===== src/rtl/pe_array_os_ctrl_pkg.sv =====
// rtl/pe_array_os_ctrl_pkg.sv - shared types and constants for the OS-mode PE array sequencer
// Contents: FSM state enum, default array geometry, flush length helper.
package pe_array_os_ctrl_pkg;

  typedef enum logic [1:0] {
    S_IDLE,
    S_FEED,
    S_FLUSH,
    S_DRAIN
  } state_t;

  localparam int DEF_ROWS  = 8;
  localparam int DEF_COLS  = 8;
  localparam int DEF_K_MAX = 256;

  // Wavefront flush length and k_len width for the default geometry.
  localparam int FLUSH_CYCLES = DEF_ROWS + DEF_COLS - 2;
  localparam int KW           = $clog2(DEF_K_MAX + 1);

  // The last operand reaches PE(ROWS-1, COLS-1) this many cycles after entry.
  function automatic int flush_len(input int rows, input int cols);
    return rows + cols - 2;
  endfunction

endpackage


===== src/rtl/pe_array_os_ctrl_skew.sv =====
// rtl/pe_array_os_ctrl_skew.sv - zero-filled delay line used for the diagonal operand skew
// Ports: clk, rst (sync active-high), zero (inject 0 instead of din), din, dout (din delayed DEPTH cycles).
module skew_line #(
  parameter int DEPTH      = 1,
  parameter int DATA_WIDTH = 8
) (
  input  logic                  clk,
  input  logic                  rst,
  input  logic                  zero,
  input  logic [DATA_WIDTH-1:0] din,
  output logic [DATA_WIDTH-1:0] dout
);

  logic [DATA_WIDTH-1:0] stages [DEPTH];

  always_ff @(posedge clk) begin
    if (rst) begin
      for (int s = 0; s < DEPTH; s++) stages[s] <= '0;
    end else begin
      stages[0] <= zero ? '0 : din;
      for (int s = 1; s < DEPTH; s++) stages[s] <= stages[s-1];
    end
  end

  assign dout = stages[DEPTH-1];

endmodule


===== src/rtl/pe_array_os_ctrl.sv =====
// rtl/pe_array_os_ctrl.sv - output-stationary sequencer for the PE_Array systolic array
// Ports: clk/rst; start/k_len/busy/done command; op_* operand stream in;
//        pe_* drive and result from PE_Array; res_* result row stream out.
module pe_array_os_ctrl
  import pe_array_os_ctrl_pkg::*;
#(
  parameter int DATA_WIDTH = 8,
  parameter int ROWS       = DEF_ROWS,
  parameter int COLS       = DEF_COLS,
  parameter int K_MAX      = DEF_K_MAX,
  localparam int KLW       = $clog2(K_MAX + 1),
  localparam int RW        = (ROWS > 1) ? $clog2(ROWS) : 1
) (
  input  logic                         clk,
  input  logic                         rst,
  input  logic                         start,
  input  logic [KLW-1:0]               k_len,
  output logic                         busy,
  output logic                         done,
  input  logic                         op_valid,
  output logic                         op_ready,
  input  logic [ROWS*DATA_WIDTH-1:0]   op_a,
  input  logic [COLS*DATA_WIDTH-1:0]   op_b,
  output logic                         pe_data_flow,
  output logic                         pe_load,
  output logic                         pe_drain,
  output logic [ROWS*DATA_WIDTH-1:0]   pe_a,
  output logic [COLS*DATA_WIDTH-1:0]   pe_b,
  input  logic [COLS*2*DATA_WIDTH-1:0] pe_c,
  output logic                         res_valid,
  input  logic                         res_ready,
  output logic [COLS*2*DATA_WIDTH-1:0] res_data,
  output logic [RW-1:0]                res_row
);

  localparam int FLUSH_N = flush_len(ROWS, COLS);
  localparam int FW      = (FLUSH_N > 1) ? $clog2(FLUSH_N) : 1;
  localparam int DCW     = $clog2(ROWS + 1);

  state_t         state;
  logic [KLW-1:0] k_reg;
  logic [KLW-1:0] kcnt;
  logic [FW-1:0]  fcnt;
  logic [DCW-1:0] dcnt;
  logic           drain_d;
  logic           accept;
  logic           inject_zero;

  assign accept       = op_valid && op_ready;
  assign inject_zero  = !accept;
  assign pe_data_flow = 1'b0;
  assign pe_load      = 1'b0;

  // A drained row needs one cycle to appear on pe_c, so a new drain waits for
  // that capture and for the output register to be free or leaving this cycle.
  assign pe_drain = (state == S_DRAIN) && (int'(dcnt) < ROWS) && !drain_d &&
                    (!res_valid || res_ready);

  for (genvar i = 0; i < ROWS; i++) begin : g_a
    if (i == 0) begin : g_direct
      assign pe_a[0 +: DATA_WIDTH] = accept ? op_a[0 +: DATA_WIDTH] : '0;
    end else begin : g_line
      skew_line #(.DEPTH(i), .DATA_WIDTH(DATA_WIDTH)) u_skew (
        .clk  (clk),
        .rst  (rst),
        .zero (inject_zero),
        .din  (op_a[i*DATA_WIDTH +: DATA_WIDTH]),
        .dout (pe_a[i*DATA_WIDTH +: DATA_WIDTH])
      );
    end
  end

  for (genvar j = 0; j < COLS; j++) begin : g_b
    if (j == 0) begin : g_direct
      assign pe_b[0 +: DATA_WIDTH] = accept ? op_b[0 +: DATA_WIDTH] : '0;
    end else begin : g_line
      skew_line #(.DEPTH(j), .DATA_WIDTH(DATA_WIDTH)) u_skew (
        .clk  (clk),
        .rst  (rst),
        .zero (inject_zero),
        .din  (op_b[j*DATA_WIDTH +: DATA_WIDTH]),
        .dout (pe_b[j*DATA_WIDTH +: DATA_WIDTH])
      );
    end
  end

  always_ff @(posedge clk) begin
    if (rst) begin
      state     <= S_IDLE;
      k_reg     <= '0;
      kcnt      <= '0;
      fcnt      <= '0;
      dcnt      <= '0;
      drain_d   <= 1'b0;
      busy      <= 1'b0;
      done      <= 1'b0;
      op_ready  <= 1'b0;
      res_valid <= 1'b0;
      res_data  <= '0;
      res_row   <= '0;
    end else begin
      done    <= 1'b0;
      drain_d <= pe_drain;
      case (state)
        S_IDLE: begin
          if (start && (k_len != '0)) begin
            k_reg    <= k_len;
            kcnt     <= '0;
            op_ready <= 1'b1;
            busy     <= 1'b1;
            state    <= S_FEED;
          end
        end
        S_FEED: begin
          if (accept) begin
            kcnt <= kcnt + KLW'(1);
            if (kcnt + KLW'(1) == k_reg) begin
              op_ready <= 1'b0;
              fcnt     <= '0;
              dcnt     <= '0;
              state    <= (FLUSH_N == 0) ? S_DRAIN : S_FLUSH;
            end
          end
        end
        S_FLUSH: begin
          if (int'(fcnt) == FLUSH_N - 1) state <= S_DRAIN;
          else                           fcnt  <= fcnt + FW'(1);
        end
        S_DRAIN: begin
          if (pe_drain) dcnt <= dcnt + DCW'(1);
          // dcnt already counts the drain being captured, so rows come out ROWS-1..0.
          if (drain_d) begin
            res_data  <= pe_c;
            res_valid <= 1'b1;
            res_row   <= RW'(ROWS - int'(dcnt));
          end else if (res_valid && res_ready) begin
            res_valid <= 1'b0;
            if (res_row == '0) begin
              state <= S_IDLE;
              busy  <= 1'b0;
              done  <= 1'b1;
            end
          end
        end
        default: state <= S_IDLE;
      endcase
    end
  end

endmodule


===== config.mk =====
export PLATFORM = sky130hd
export DESIGN_NAME = pe_array_os_ctrl
export DESIGN_NICKNAME = d
export VERILOG_FILES = /design/src/rtl/pe_array_os_ctrl_pkg.sv /design/src/rtl/pe_array_os_ctrl_skew.sv /design/src/rtl/pe_array_os_ctrl.sv
export SDC_FILE = /design/constraint.sdc
export NUM_CORES = 1
export LEC_CHECK = 0
export CAP_MARGIN = 25
export CORE_MARGIN = 8
export CORE_UTILIZATION = 45
export DETAILED_ROUTE_END_ITERATION = 10
export PLACE_DENSITY_LB_ADDON = 0.25
export SYNTH_ARGS = -nofsm -noshare
export SYNTH_HDL_FRONTEND = slang
export SYNTH_HIERARCHICAL = 1
export SYNTH_SLANG_ARGS = --single-unit

===== constraint.sdc =====
create_clock -name clk -period 6.8 [get_ports clk]
set_input_delay 1.36 -clock clk [delete_from_list [all_inputs] [get_ports clk]]
set_output_delay 1.36 -clock clk [all_outputs]
set_load 0.01 [all_outputs]

# Word level (Yosys, flattened, before mapping)
# Memories as Yosys holds them, arrays and structs flattened.
# Index checks and enable logic that the tools add are counted.
[word_totals]
ff_bits = 164
ramBits = 448
inputBits = 270
output_inout_bits = 266
wordCells = 235
mem_count = 14
[memory_table]
columns = ["name", "depth", "width", "read_ports", "rd_clocked_by_memory_dff", "write_ports", "line", "source"]
rows = [
  ["g_a[7].g_line.u_skew.stages", 7, 8, 7, 0, 7, "pe_array_os_ctrl_skew.sv:14", "logic [DATA_WIDTH-1:0] stages [DEPTH];"],
  ["g_b[7].g_line.u_skew.stages", 7, 8, 7, 0, 7, "pe_array_os_ctrl_skew.sv:14", ""],
  ["g_a[6].g_line.u_skew.stages", 6, 8, 6, 0, 6, "pe_array_os_ctrl_skew.sv:14", ""],
  ["g_b[6].g_line.u_skew.stages", 6, 8, 6, 0, 6, "pe_array_os_ctrl_skew.sv:14", ""],
  ["g_a[5].g_line.u_skew.stages", 5, 8, 5, 0, 5, "pe_array_os_ctrl_skew.sv:14", ""],
  ["g_b[5].g_line.u_skew.stages", 5, 8, 5, 0, 5, "pe_array_os_ctrl_skew.sv:14", ""],
  ["8 more memories", "--", "--", "--", "--", "--", "--", ""],
]
[classes]
n_addsub = 4
n_lt_le_gt_ge = 1
n_eq_ne = 14
muxes = 105
n_bitwise = 56
reduce_logical = 29
[op_table]
columns = ["operator", "n"]
rows = [
  ["two-way mux 8 bit", 72],
  ["OR 1 bit", 54],
  ["two-way mux 9 bit", 2],
  ["case mux 9 bit (2 select lines)", 1],
  ["two-way mux 4 bit", 4],
  ["case mux 4 bit (2 select lines)", 2],
  ["OR reduction 8 bit", 2],
  ["two-way mux 1 bit", 14],
  ["two-way mux 2 bit", 7],
  ["inequality test 2 bit (second input constant)", 7],
  ["AND reduction 4 bit", 3],
  ["nonzero test 2 bit", 5],
  ["adder 9 x 1 -> 9 bit (second input constant)", 1],
  ["== test 9 bit", 1],
  ["nonzero test 9 bit", 1],
  ["adder 4 x 1 -> 4 bit (second input constant)", 2],
  ["case mux 2 bit (4 select lines)", 1],
  ["AND reduction 7 bit", 1],
  ["logical AND 1 bit", 6],
  ["AND reduction 2 bit", 3],
  ["AND reduction 5 bit", 1],
  ["== test 2 bit (second input constant)", 2],
  ["== test 4 x 3 -> 1 bit (second input constant)", 1],
  ["less-than comparator 4 bit (second input constant)", 1],
  ["other kinds (11)", 15],
]

# Longest topological paths before layout
# Gate-level depths: netlist of run 1.
[depth]
depth_word = 6
depth_mapped = 9
depth_no_buf = 8

# Modules after synthesis
# The synthesis of run 1 kept the hierarchy.
[modules_own_cells]
columns = ["mod", "n_inst", "cells_each", "area_per_inst_um2", "seq_area_each_um2"]
rows = [
  ["pe_array_os_ctrl", 1, 822, 6472.5, 3283.1],
  ["skew_line (g_a[7].g_line.u_skew ...)", 2, 127, 1629.1, 1121.1],
  ["skew_line (g_a[6].g_line.u_skew ...)", 2, 110, 1420.1, 960.9],
  ["skew_line (g_a[5].g_line.u_skew ...)", 2, 93, 1152.4, 800.8],
  ["skew_line (g_a[4].g_line.u_skew ...)", 2, 68, 913.4, 640.6],
  ["skew_line (g_a[3].g_line.u_skew ...)", 2, 59, 765.7, 480.5],
  ["skew_line (g_a[2].g_line.u_skew ...)", 2, 42, 553.0, 320.3],
  ["skew_line (g_a[1].g_line.u_skew ...)", 2, 18, 282.8, 160.2],
]

# Worst setup path after synthesis of run 1
# Ideal clock, no wire load.
[synth_timing]
kind = "input to output"
from = "in res_ready"
to = "out pe_drain"
t_arrival_ps = 1803
required_ps = 5440
slack_ps = 3637
stages = 3
n_path_buf = 0
cell_sequence = "inv_1 a211o_1 inv_1"
[synth_via]
elab_chain_len = 2
[synth_lines]
columns = ["element", "line", "source"]
rows = [
  ["start: declaration", "pe_array_os_ctrl.sv:31", "input logic res_ready,"],
  ["logical OR 1 bit", "pe_array_os_ctrl.sv:57", "(!res_valid || res_ready);"],
  ["logical AND 1 bit", "pe_array_os_ctrl.sv:56", "assign pe_drain = (state == S_DRAIN) && (int'(dcnt) < ROWS) && !drain_d &&"],
  ["end: declaration", "pe_array_os_ctrl.sv:26", "output logic pe_drain,"],
]
# Every way passes these cells.

# Worst setup path in the final report of run 1
[layout_timing]
from = "in op_valid"
to = "out pe_b[3]"
[layout_via]
elab_chain_len = 2
[layout_lines]
columns = ["element", "line", "source"]
rows = [
  ["start: declaration", "pe_array_os_ctrl.sv:20", "input logic op_valid,"],
  ["logical AND 1 bit", "pe_array_os_ctrl.sv:49", "assign accept = op_valid && op_ready;"],
  ["two-way mux 8 bit", "pe_array_os_ctrl.sv:75", "assign pe_b[0 +: DATA_WIDTH] = accept ? op_b[0 +: DATA_WIDTH] : '0;"],
  ["end: declaration", "pe_array_os_ctrl.sv:28", "output logic [COLS*DATA_WIDTH-1:0] pe_b,"],
]
# Every way passes these cells.

==> key figures, run 1 <==
Yosys
  – Post-synthesis compound-gate area fraction: 0.0528
  – Largest family of logic cells by synthesized area: simple AND/OR/NAND/NOR gates
  – Post-synth EDFFs: 0
  – Synth area leader: dfxtp_1
  – Simple-gate share of the synthesized area: 0.252
  – Synth unique cells: 51
  – Synth Area in Adders: 0.00566
  – Ys async rst share: 0
  – Post-Syn Area: 0.0199 sq mm
  – Prevailing post-synth register cell: dfxtp_1
  – Post-Syn Instances: 1856
  – Post-synthesis mux area share: 0.00151
  – Xor/xnor cell area share of the yosys netlist: 0.00660
  – Syn_area_per_cell: 10.7 sq um
  – Seq/Total Area, Yosys: 0.616
  – Main area contributors after synthesis: dfxtp_1, nor2b_1, nor3b_2
  – Yosys reg bits: 612
  – Yosys warns: 6
  – Synth top area share: 0.616

Worst setup path
  – Most Frequent Cell on Critical Path: clkdlybuf4s50_1
  – Reg2Reg Depth: 5
  – Worst path cell trace: clkdlybuf4s50_1, and3_1, clkdlybuf4s50_1
  – WP data arrival: 3030 ps
  – Worst flop-to-flop path endpoint: kcnt[6]$_SDFFE_PP0P_
  – Crit path max fanout: 17
  – Crit end category: primary output
  – Worst Path Required: 5440 ps
  – Origin of the critical flop-to-flop path: op_ready$_SDFFE_PP0P_
  – End of the critical path: pe_b[3]
  – Launch point of the worst path: op_valid
  – Slowest-stage cell, CP: clkdlybuf4s50_1
  – R2R Setup Slk: 3770 ps
  – CP peak stage delay: 850 ps
  – Worst Setup Start Kind: primary input
  – CP Class: primary input to primary output

STA
  – Final hold violations: 0
  – Unrepaired setup endpoints after global routing: false
  – Final worst slack: 2410 ps
  – Final Cycle Share: 0.646
  – Slew HR: 0.301
  – Sum Neg Setup Slack: 0 ps
  – Final setup viols: 0
  – Setup Skew: 28.2 ps
  – Crit path time final: 4390 ps
  – Slew Limit Fails: 0
  – Max Clk Rate: 0.228 GHz
  – WHS: 412 ps
  – Worst-margin pin slew: 1050 ps

Finish
  – Filler cell count in the final layout: 3625
  – Most frequent cells in the layout: dfxtp_1, clkdlybuf4s50_1, nor2b_1, nand2_1, a21oi_1
  – Post-Layout Cell Count: 2907
  – Commonest non-fill, non-tap cell in the layout: dfxtp_1
  – Biggest regs: g_a.g_line.u_skew/stages (224), g_b.g_line.u_skew/stages (224), res_data (128)
  – Share of layout cells above drive strength 1: 0.0952
  – Nets@finish: 2539
  – Design area: 0.0269 sq mm
  – Final core utilization: 0.612
  – Area grow syn2layout: 35.2%

Detailed routing
  – Number of nets with antenna violations after routing: 0
  – # DRC: 0
  – Via Count: 13261
  – Drt pass-1 iters: 5
  – Drt total wl: 48.6 mm
  – DR vias/cell: 4.56
  – Starting DRC count in detailed routing: 695
  – Average routed wire per standard cell: 16.7 um

Placement
  – HPWL Detailed: 33.9 mm
  – Port bufs: 533
  – Dpl cells: 2789
  – Area after DPL: 0.0248 sq mm
  – Placer's final routability congestion estimate: 0.826
  – Pre-CTS setup slack: 2300 ps

GRT
  – Pin count of the biggest net entering global routing: 204
  – Total track usage: 0.180
  – Antenna violations before repair: 6
  – First-pass GRT wire length: 72.7 mm
  – Vias in the first global route: 13015
  – Gr ovfl total: 0

Pwr
  – Total power draw: 7.65 mW
  – Lkg Pwr: 9.73 nW
  – PwrDens: 284 mW/mm^2
  – Maximum vdd drop: 0.000194 V

CTS
  – CTS Sinks: 612
  – Post-CTS setup buffers: 0
  – Resized Gates After CTS: 0
  – Clk slew on worst S/H paths: 60 ps
  – CTS Buffer Depth: 3
  – Clock Latency Late Sink: 620 ps
  – CTS tree: built
  – CTS Buf Count: 60
  – H-tree levels: 2
  – Cts-stage hold buffer count: 0
  – Clock Root Buffer: clkbuf_16

Floorplanning
  – Die width: 226 um
  – Core ar.: 0.0439 sq mm
  – Die Ht: 226 um
  – DIE AREA: 0.0512 sq mm
  – Rows: 77
  – Num ports: 536
  – Starting Density: 0.453

Status
  – Status: finished, final reports clean

Min path
  – Hold Path Class: flip-flop to flip-flop

Job
  – MaxCap Viol Count: 0
[routing by layer]
layer / GRT usage / vias to the layer above / routed length (um)
li1: - / 6645 / -
met1: 0.198 / 6154 / 18800
met2: 0.319 / 378 / 24800
met3: 0.0634 / 80 / 3770
met4: 0.0614 / 4 / 1190
met5: 0 / - / 27
[how the worst min path moves through the flow]
stage	slack (ps)	cells past startpoint	to	start
3_3_place_gp	410	1	g_a[3].g_line.u_skew/stages[0][8]$_SDFF_PP0_	g_a[3].g_line.u_skew/stages[0][0]$_SDFF_PP0_
4_1_cts	410	1	g_a[5].g_line.u_skew/stages[0][9]$_SDFF_PP0_	g_a[5].g_line.u_skew/stages[0][1]$_SDFF_PP0_
2_1_floorplan	410	1	g_a[2].g_line.u_skew/stages[0][13]$_SDFF_PP0_	g_a[2].g_line.u_skew/stages[0][5]$_SDFF_PP0_
3_5_place_dp	420	1	g_b[3].g_line.u_skew/stages[0][8]$_SDFF_PP0_	g_b[3].g_line.u_skew/stages[0][0]$_SDFF_PP0_
5_1_grt	430	1	g_a[5].g_line.u_skew/stages[0][9]$_SDFF_PP0_	g_a[5].g_line.u_skew/stages[0][1]$_SDFF_PP0_
6_report	410	1	g_a[5].g_line.u_skew/stages[0][9]$_SDFF_PP0_	g_a[5].g_line.u_skew/stages[0][1]$_SDFF_PP0_
[cells in the mapped netlist, drive strengths merged (2+ instances only)]
master	number
dfxtp	612
a21oi	159
a22oi	3
and3	16
ha	9
nand4	3
a41oi	2
nor3b	113
a311oi	7
a31oi	3
mux2i	3
nor2	16
nor2b	326
nor3	2
inv	9
nand2	287
and2b	12
and2	4
nor4	2
xnor2	12
nand3b	2
buf	141
xor2	3
o21ai	12
nand3	15
or3b	4
or3	6
clkbuf	58
nand2b	4
[kinds of logic after synthesis]
family,after synthesis
AO/OA/AOI/OAI,191
multiplexers,3
flip-flops,612
buffers and inverters,208
XOR/XNOR,15
AND/OR/NAND/NOR,817
other,1
adder cells (fa/ha/maj),9
[power breakdown]
part	total, mW	internal, mW	leakage [nW]	switching, mW
clock	3.32	1.96	1.01	1.37
combinational	0.621	0.312	3.79	0.309
sequential	3.71	3.67	4.94	0.0408
total	7.65	5.93	9.73	1.72
[worst max-delay path, delay by kind of cell]
kind          cells  cell delay, ps
simple gates      1             260
buf+inv           2            1400
[area by class of cell]
| cell class | count | area, sq um | area share |
|---|---|---|---|
| Sequential cell | 612 | 12300 | 0.455 |
| Multi-Input combinational cell | 1037 | 6370 | 0.237 |
| Timing Repair Buffer | 540 | 5450 | 0.203 |
| Clock buffer | 83 | 1710 | 0.0635 |
| Tap cell | 592 | 741 | 0.0275 |
| Clock inverter | 30 | 337 | 0.0125 |
| Inverter | 9 | 33.8 | 0.00126 |
| Antenna cell | 4 | 10.0 | 0.000372 |
No activity file was read; power rests on OpenSTA's default activity.
==> inputs of run 2 (changes only) <==
--- a/config.mk
+++ b/config.mk
@@ -7,7 +7,7 @@
 export LEC_CHECK = 0
 export CAP_MARGIN = 25
 export CORE_MARGIN = 8
-export CORE_UTILIZATION = 45
+export CORE_UTILIZATION = 43
 export DETAILED_ROUTE_END_ITERATION = 10
 export PLACE_DENSITY_LB_ADDON = 0.25
 export SYNTH_ARGS = -nofsm -noshare
==> constraint.sdc (replaced) <==
create_clock -name clk -period 3.53 [get_ports clk]
set_input_delay 0.706 -clock clk [delete_from_list [all_inputs] [get_ports clk]]
set_output_delay 0.706 -clock clk [all_outputs]
set_load 0.01 [all_outputs]
==> key figures, run 2 (synthesized netlist as in run 1, its figures left out) <==
STA
  – WHS: 425 ps (+12.3 ps)
  – Setup Skew: 13.9 ps (-14.3 ps)
  – Worst-margin pin slew: 914 ps (-134 ps)
  – Max Clk Rate: 0.307 GHz
  – Final Cycle Share: 0.923
  – Sum Neg Setup Slack: 0 ps (unchanged)
  – Slew Limit Fails: 0 (unchanged)
  – Crit path time final: 3260 ps
  – Final hold violations: 0 (unchanged)
  – Final worst slack: 270 ps (-2140 ps)
  – Final setup viols: 0 (unchanged)
  – Slew HR: 0.391 (+0.0895)
  – Unrepaired setup endpoints after global routing: false

Worst setup path
  – WP data arrival: 2550 ps (-480 ps)
  – Slowest-stage cell, CP: clkdlybuf4s50_1
  – Worst Setup Start Kind: flip-flop
  – CP peak stage delay: 560 ps (-290 ps)
  – Crit end category: primary output
  – Crit path max fanout: 13 (-4)
  – CP Class: flip-flop to primary output
  – Worst Path Required: 2820 ps (-2620 ps)
  – Worst path cell trace: ha_1, nand2b_1, a211o_1, inv_1, clkdlybuf4s50_1
  – Crit path max-delay family: buffers and inverters
  – Crit path buffers/inverters: 2 (unchanged)

Pwr
  – Maximum vdd drop: 0.000366 V (+89%)
  – Gate power share: 0.083 (+0.002)
  – Lkg Pwr: 9.77 nW (+0.38%)
  – PwrDens: 548 mW/mm^2 (+93%)
  – Reg power frac: 0.483 (-0.002)
  – Clk pwr share: 0.435 (about the same)
  – Sw Pwr: 3.27 mW (+90%)
  – Int Power: 11.5 mW (+94%)
  – Net Sw Frac: 0.221 (-0.00378)

CTS
  – Clk slew on worst S/H paths: 60 ps (about the same)
  – Cts-stage hold buffer count: 0 (unchanged)
  – CTS tree: built
  – CTS Buf Count: 59 (-1.7%)
  – CTS Buffer Depth: 3 (unchanged)
  – Post-CTS setup buffers: 0 (unchanged)
  – CTS Sinks: 612 (unchanged)
  – Clock Latency Late Sink: 600 ps (-20 ps)
  – H-tree levels: 2 (unchanged)
  – Clock Root Buffer: clkbuf_16
  – Resized Gates After CTS: 0 (unchanged)

Placement
  – Placer's final routability congestion estimate: 0.857 (+3.8%)
  – HPWL Detailed: 35.0 mm (+3.4%)
  – Dpl cells: 2815 (+0.93%)
  – Pre-CTS setup slack: 438 ps (-1860 ps)
  – Port bufs: 533 (unchanged)

Floorplanning
  – Die width: 231 um (+2.1%)
  – Rows: 79 (+2.6%)
  – Starting Density: 0.431 (-0.0219)
  – Die Ht: 231 um (+2.1%)
  – Num ports: 536 (unchanged)
  – DIE AREA: 0.0534 sq mm (+4.3%)
  – Core ar.: 0.0462 sq mm (+5.1%)

GRT
  – Vias in the first global route: 13336 (+2.5%)
  – First-pass GRT wire length: 74.9 mm (+3.0%)
  – Antenna violations before repair: 13 (+7)
  – Total track usage: 0.176 (-0.00439)
  – Pin count of the biggest net entering global routing: 132 (-35%)
  – Gr ovfl total: 0 (unchanged)

Job
  – MaxCap Viol Count: 0 (unchanged)

Finish
  – Biggest regs: g_a.g_line.u_skew/stages (224), g_b.g_line.u_skew/stages (224), res_data (128)
  – Commonest non-fill, non-tap cell in the layout: dfxtp_1
  – Share of layout cells above drive strength 1: 0.0946 (-0.000596)
  – Area grow syn2layout: 35.7%
  – Most frequent cells in the layout: dfxtp_1, clkdlybuf4s50_1, nor2b_1, nand2_1, a21oi_1
  – Final core utilization: 0.585 (-0.0272)
  – Nets@finish: 2548 (+0.35%)
  – Post-Layout Cell Count: 2933 (+0.89%)

Status
  – Status: finished, final reports clean

Detailed routing
  – DR vias/cell: 4.54 (-0.39%)
  – Average routed wire per standard cell: 16.8 um (+0.32%)
  – Number of nets with antenna violations after routing: 0 (unchanged)
  – # DRC: 0 (unchanged)
  – Drt total wl: 49.2 mm (+1.2%)
  – Starting DRC count in detailed routing: 690 (-0.72%)
  – Drt pass-1 iters: 5 (unchanged)
  – Via Count: 13327 (+0.50%)

Min path
  – Hold Path Class: flip-flop to flip-flop
-- run 2: through the flow --
stage	cell area [sq um]	power, mW
6_report	27000	14.8
5_1_grt	27000	15.4
4_1_cts	27000	15.0
3_5_place_dp	25000	8.53
3_3_place_gp	25000	8.49
2_1_floorplan	19900	8.00
-- run 2: path summary, 6_finish.rpt --
| path | end | startpoint | slack [ps] | cells after the start |
|---|---|---|---|---|
| worst min register to register | g_a[7].g_line.u_skew/stages[0][12]$_SDFF_PP0_ | g_a[7].g_line.u_skew/stages[0][4]$_SDFF_PP0_ | 420 | 1 |
| worst min-delay path | g_a[7].g_line.u_skew/stages[0][12]$_SDFF_PP0_ | g_a[7].g_line.u_skew/stages[0][4]$_SDFF_PP0_ | 420 | 1 |
| worst max register to register | dcnt[0]$_SDFFE_PP0P_ | kcnt[0]$_SDFFE_PP0P_ | 890 | 8 |
| worst max-delay path | pe_drain | state[1]$_SDFFE_PP0P_ | 270 | 5 |
-- run 2: metal layers --
layer	track usage	wire length, um	vias to the layer above
met2	0.299	24200	424
met3	0.0660	4260	64
li1	-	-	6672
met4	0.0556	852	4
met5	0	27	-
met1	0.204	19900	6163
-- run 2: power groups by stage --
stage / combinational, mW / sequential [mW] / clock, mW
detailed placement: 1.23 / 7.29 / 0
CTS: 1.24 / 7.14 / 6.62
floorplan: 0.724 / 7.27 / 0
finish: 1.23 / 7.14 / 6.43
global route: 1.34 / 7.16 / 6.91
global placement: 1.20 / 7.29 / 0
-- run 2: cell type report --
cell class              count  area [sq um]
clock inverters            20           322
multi-input cells        1037          6370
flip-flops and latches    612         12300
inverters                   9          33.8
fillers                  3867         19100
repair buffers            550          5540
diodes                     11          27.5
clock buffers              87          1700
well taps                 607           759
==> inputs of run 3 (changes only) <==
--- a/config.mk
+++ b/config.mk
@@ -9,6 +9,7 @@
 export CORE_MARGIN = 8
 export CORE_UTILIZATION = 43
 export DETAILED_ROUTE_END_ITERATION = 10
+export GPL_TIMING_DRIVEN = 0
 export PLACE_DENSITY_LB_ADDON = 0.25
 export SYNTH_ARGS = -nofsm -noshare
 export SYNTH_HDL_FRONTEND = slang
==> constraint.sdc (replaced) <==
create_clock -name clk -period 3.53 [get_ports clk]
set_input_delay 0.353 -clock clk [delete_from_list [all_inputs] [get_ports clk]]
set_output_delay 0.353 -clock clk [all_outputs]
set_load 0.01 [all_outputs]
==> key figures, run 3 (synthesized netlist as in run 1, its figures left out) <==
Status
  – Status: finished, final reports clean

Detailed routing
  – WL met1: 20.6 mm (+3.6%)
  – Drt pass-1 iters: 5 (unchanged)
  – Number of nets with antenna violations after routing: 0 (unchanged)
  – Starting DRC count in detailed routing: 540 (-22%)
  – # DRC: 0 (unchanged)
  – Top Metal Used: met5
  – Average routed wire per standard cell: 17.3 um (+3.1%)
  – Drt total wl: 54.1 mm (+9.9%)
  – Via Count: 14271 (+7.1%)
  – Met2 wire len: 26.8 mm (+11%)
  – DR vias/cell: 4.56 (+0.44%)
  – DR WL met3: 4.35 mm (+2.3%)

Worst setup path
  – Worst Path Required: 3180 ps (+360 ps)
  – Worst path cell trace: clkbuf_1, and3_1, clkdlybuf4s50_1
  – Crit end category: primary output
  – Crit path max fanout: 10 (-3)
  – CP Class: flip-flop to primary output
  – WP data arrival: 2410 ps (-140 ps)
  – CP peak stage delay: 560 ps (about the same)
  – Worst Setup Start Kind: flip-flop
  – Slowest-stage cell, CP: dfxtp_1

CTS
  – Post-CTS setup buffers: 0 (unchanged)
  – Cts-stage hold buffer count: 0 (unchanged)
  – H-tree levels: 2 (unchanged)
  – Clk slew on worst S/H paths: 60 ps (about the same)
  – CTS Buffer Depth: 3 (unchanged)
  – CTS tree: built
  – CTS Sinks: 612 (unchanged)
  – Clock Latency Late Sink: 610 ps (about the same)
  – Resized Gates After CTS: 0 (unchanged)
  – Clock Root Buffer: clkbuf_16
  – CTS Buf Count: 61 (+3.4%)

STA
  – Crit path time final: 2760 ps (-499 ps)
  – Slew Limit Fails: 0 (unchanged)
  – Final setup viols: 0 (unchanged)
  – Worst-margin pin slew: 843 ps (-70.8 ps)
  – Final hold violations: 0 (unchanged)
  – Setup Skew: 14.6 ps (+0.730 ps)
  – Unrepaired setup endpoints after global routing: false
  – Max Clk Rate: 0.362 GHz (+18%)
  – Slew HR: 0.438 (+0.0472)
  – Final Cycle Share: 0.782 (-0.141)

GRT
  – First-pass GRT wire length: 81.5 mm (+8.8%)
  – Total track usage: 0.195 (+0.0192)
  – Gr ovfl total: 0 (unchanged)
  – Vias in the first global route: 14442 (+8.3%)
  – Antenna violations before repair: 16 (+3)
  – Pin count of the biggest net entering global routing: 35 (-73%)

Floorplanning
  – Die width: 231 um (unchanged)
  – DIE AREA: 0.0534 sq mm (unchanged)
  – Core ar.: 0.0462 sq mm (unchanged)
  – Starting Density: 0.431 (unchanged)
  – Die Ht: 231 um (unchanged)
  – Num ports: 536 (unchanged)
  – Rows: 79 (unchanged)

Min path
  – Hold Path Class: primary input to flip-flop

Finish
  – Biggest regs: g_a.g_line.u_skew/stages (224), g_b.g_line.u_skew/stages (224), res_data (128)
  – Share of layout cells above drive strength 1: 0.144 (+0.0499)
  – Commonest non-fill, non-tap cell in the layout: dfxtp_1
  – Post-Layout Cell Count: 3127 (+6.6%)
  – Final core utilization: 0.613 (+0.0278)
  – Most frequent cells in the layout: dfxtp_1, clkdlybuf4s50_1, nor2b_1, nand2_1, a21oi_1
  – Area of the multi-input gates: 0.00635 sq mm (-0.27%)
  – Sequential Area: 0.0123 sq mm (unchanged)
  – Nets@finish: 2733 (+7.3%)
  – Filler cell count in the final layout: 3791 (-2.0%)
  – Area grow syn2layout: 42.1%

Pwr
  – PwrDens: 543 mW/mm^2 (-0.93%)
  – Maximum vdd drop: 0.000444 V (+21%)
  – Lkg Pwr: 10.6 nW (+8.2%)

Job
  – MaxCap Viol Count: 0 (unchanged)

Placement
  – Dpl cells: 2998 (+6.5%)
  – Port bufs: 532 (-0.19%)
  – Placer's final routability congestion estimate: 0.859 (+0.25%)
  – HPWL Detailed: 41.6 mm (+19%)
-- run 3: power breakdown --
group / internal, mW / switching (mW)
registers: 7.06 / 0.0708
clock network: 4.21 / 2.67
logic: 0.682 / 0.664
total: 12.0 / 3.40
-- run 3: path summary, 6_finish.rpt --
path                                                startpoint                                            to  slack (ps)  cells after the start
setup / recovery                         op_ready$_SDFFE_PP0P_                                       pe_b[2]         770                      3
hold / removal                                           start                         k_reg[1]$_SDFFE_PP0P_         180                      3
hold reg to reg   g_a[4].g_line.u_skew/stages[0][4]$_SDFF_PP0_  g_a[4].g_line.u_skew/stages[1][4]$_SDFF_PP0_         420                      1
setup reg to reg                          kcnt[0]$_SDFFE_PP0P_                          fcnt[3]$_SDFFE_PP0P_         930                      8
-- run 3: per-layer routing --
| metal | up-vias | GRT usage |
|---|---|---|
| met5 | - | 0 |
| li1 | 7071 | - |
| met3 | 127 | 0.0675 |
| met1 | 6602 | 0.209 |
| met2 | 465 | 0.343 |
| met4 | 6 | 0.0893 |
-- run 3: stage by stage --
| step | setup TNS, ps | total power [mW] | setup slack [ps] | hold WS, ps | cell area [sq um] |
|---|---|---|---|---|---|
| finish | 0 | 15.4 | 769 | 184 | 28300 |
| global route | 0 | 16.0 | 672 | 185 | 28300 |
| CTS | 0 | 15.5 | 716 | 140 | 28300 |
| detailed placement | 0 | 8.63 | 631 | 418 | 26000 |
| global placement | -108180 | 8.58 | -842 | 413 | 26000 |
| floorplan | 0 | 8.00 | 1320 | 411 | 19900 |
-- run 3: area by class of cell --
class / instances / area share
clock inverter: 28 / 0.0150
multi-input combinational: 1037 / 0.225
tap: 607 / 0.0268
sequential: 612 / 0.433
clock buffer: 87 / 0.0635
inverter: 9 / 0.00119
antenna: 14 / 0.00124
timing repair buffer: 534 / 0.190
buffer: 199 / 0.0449
-- run 3: worst max-delay path: cells and delay by family, from the launching register on --
kind | cells | cell delay, ps
and+or+nand+nor | 1 | 300
buffers and inverters | 2 | 930
DFF | 1 | 560
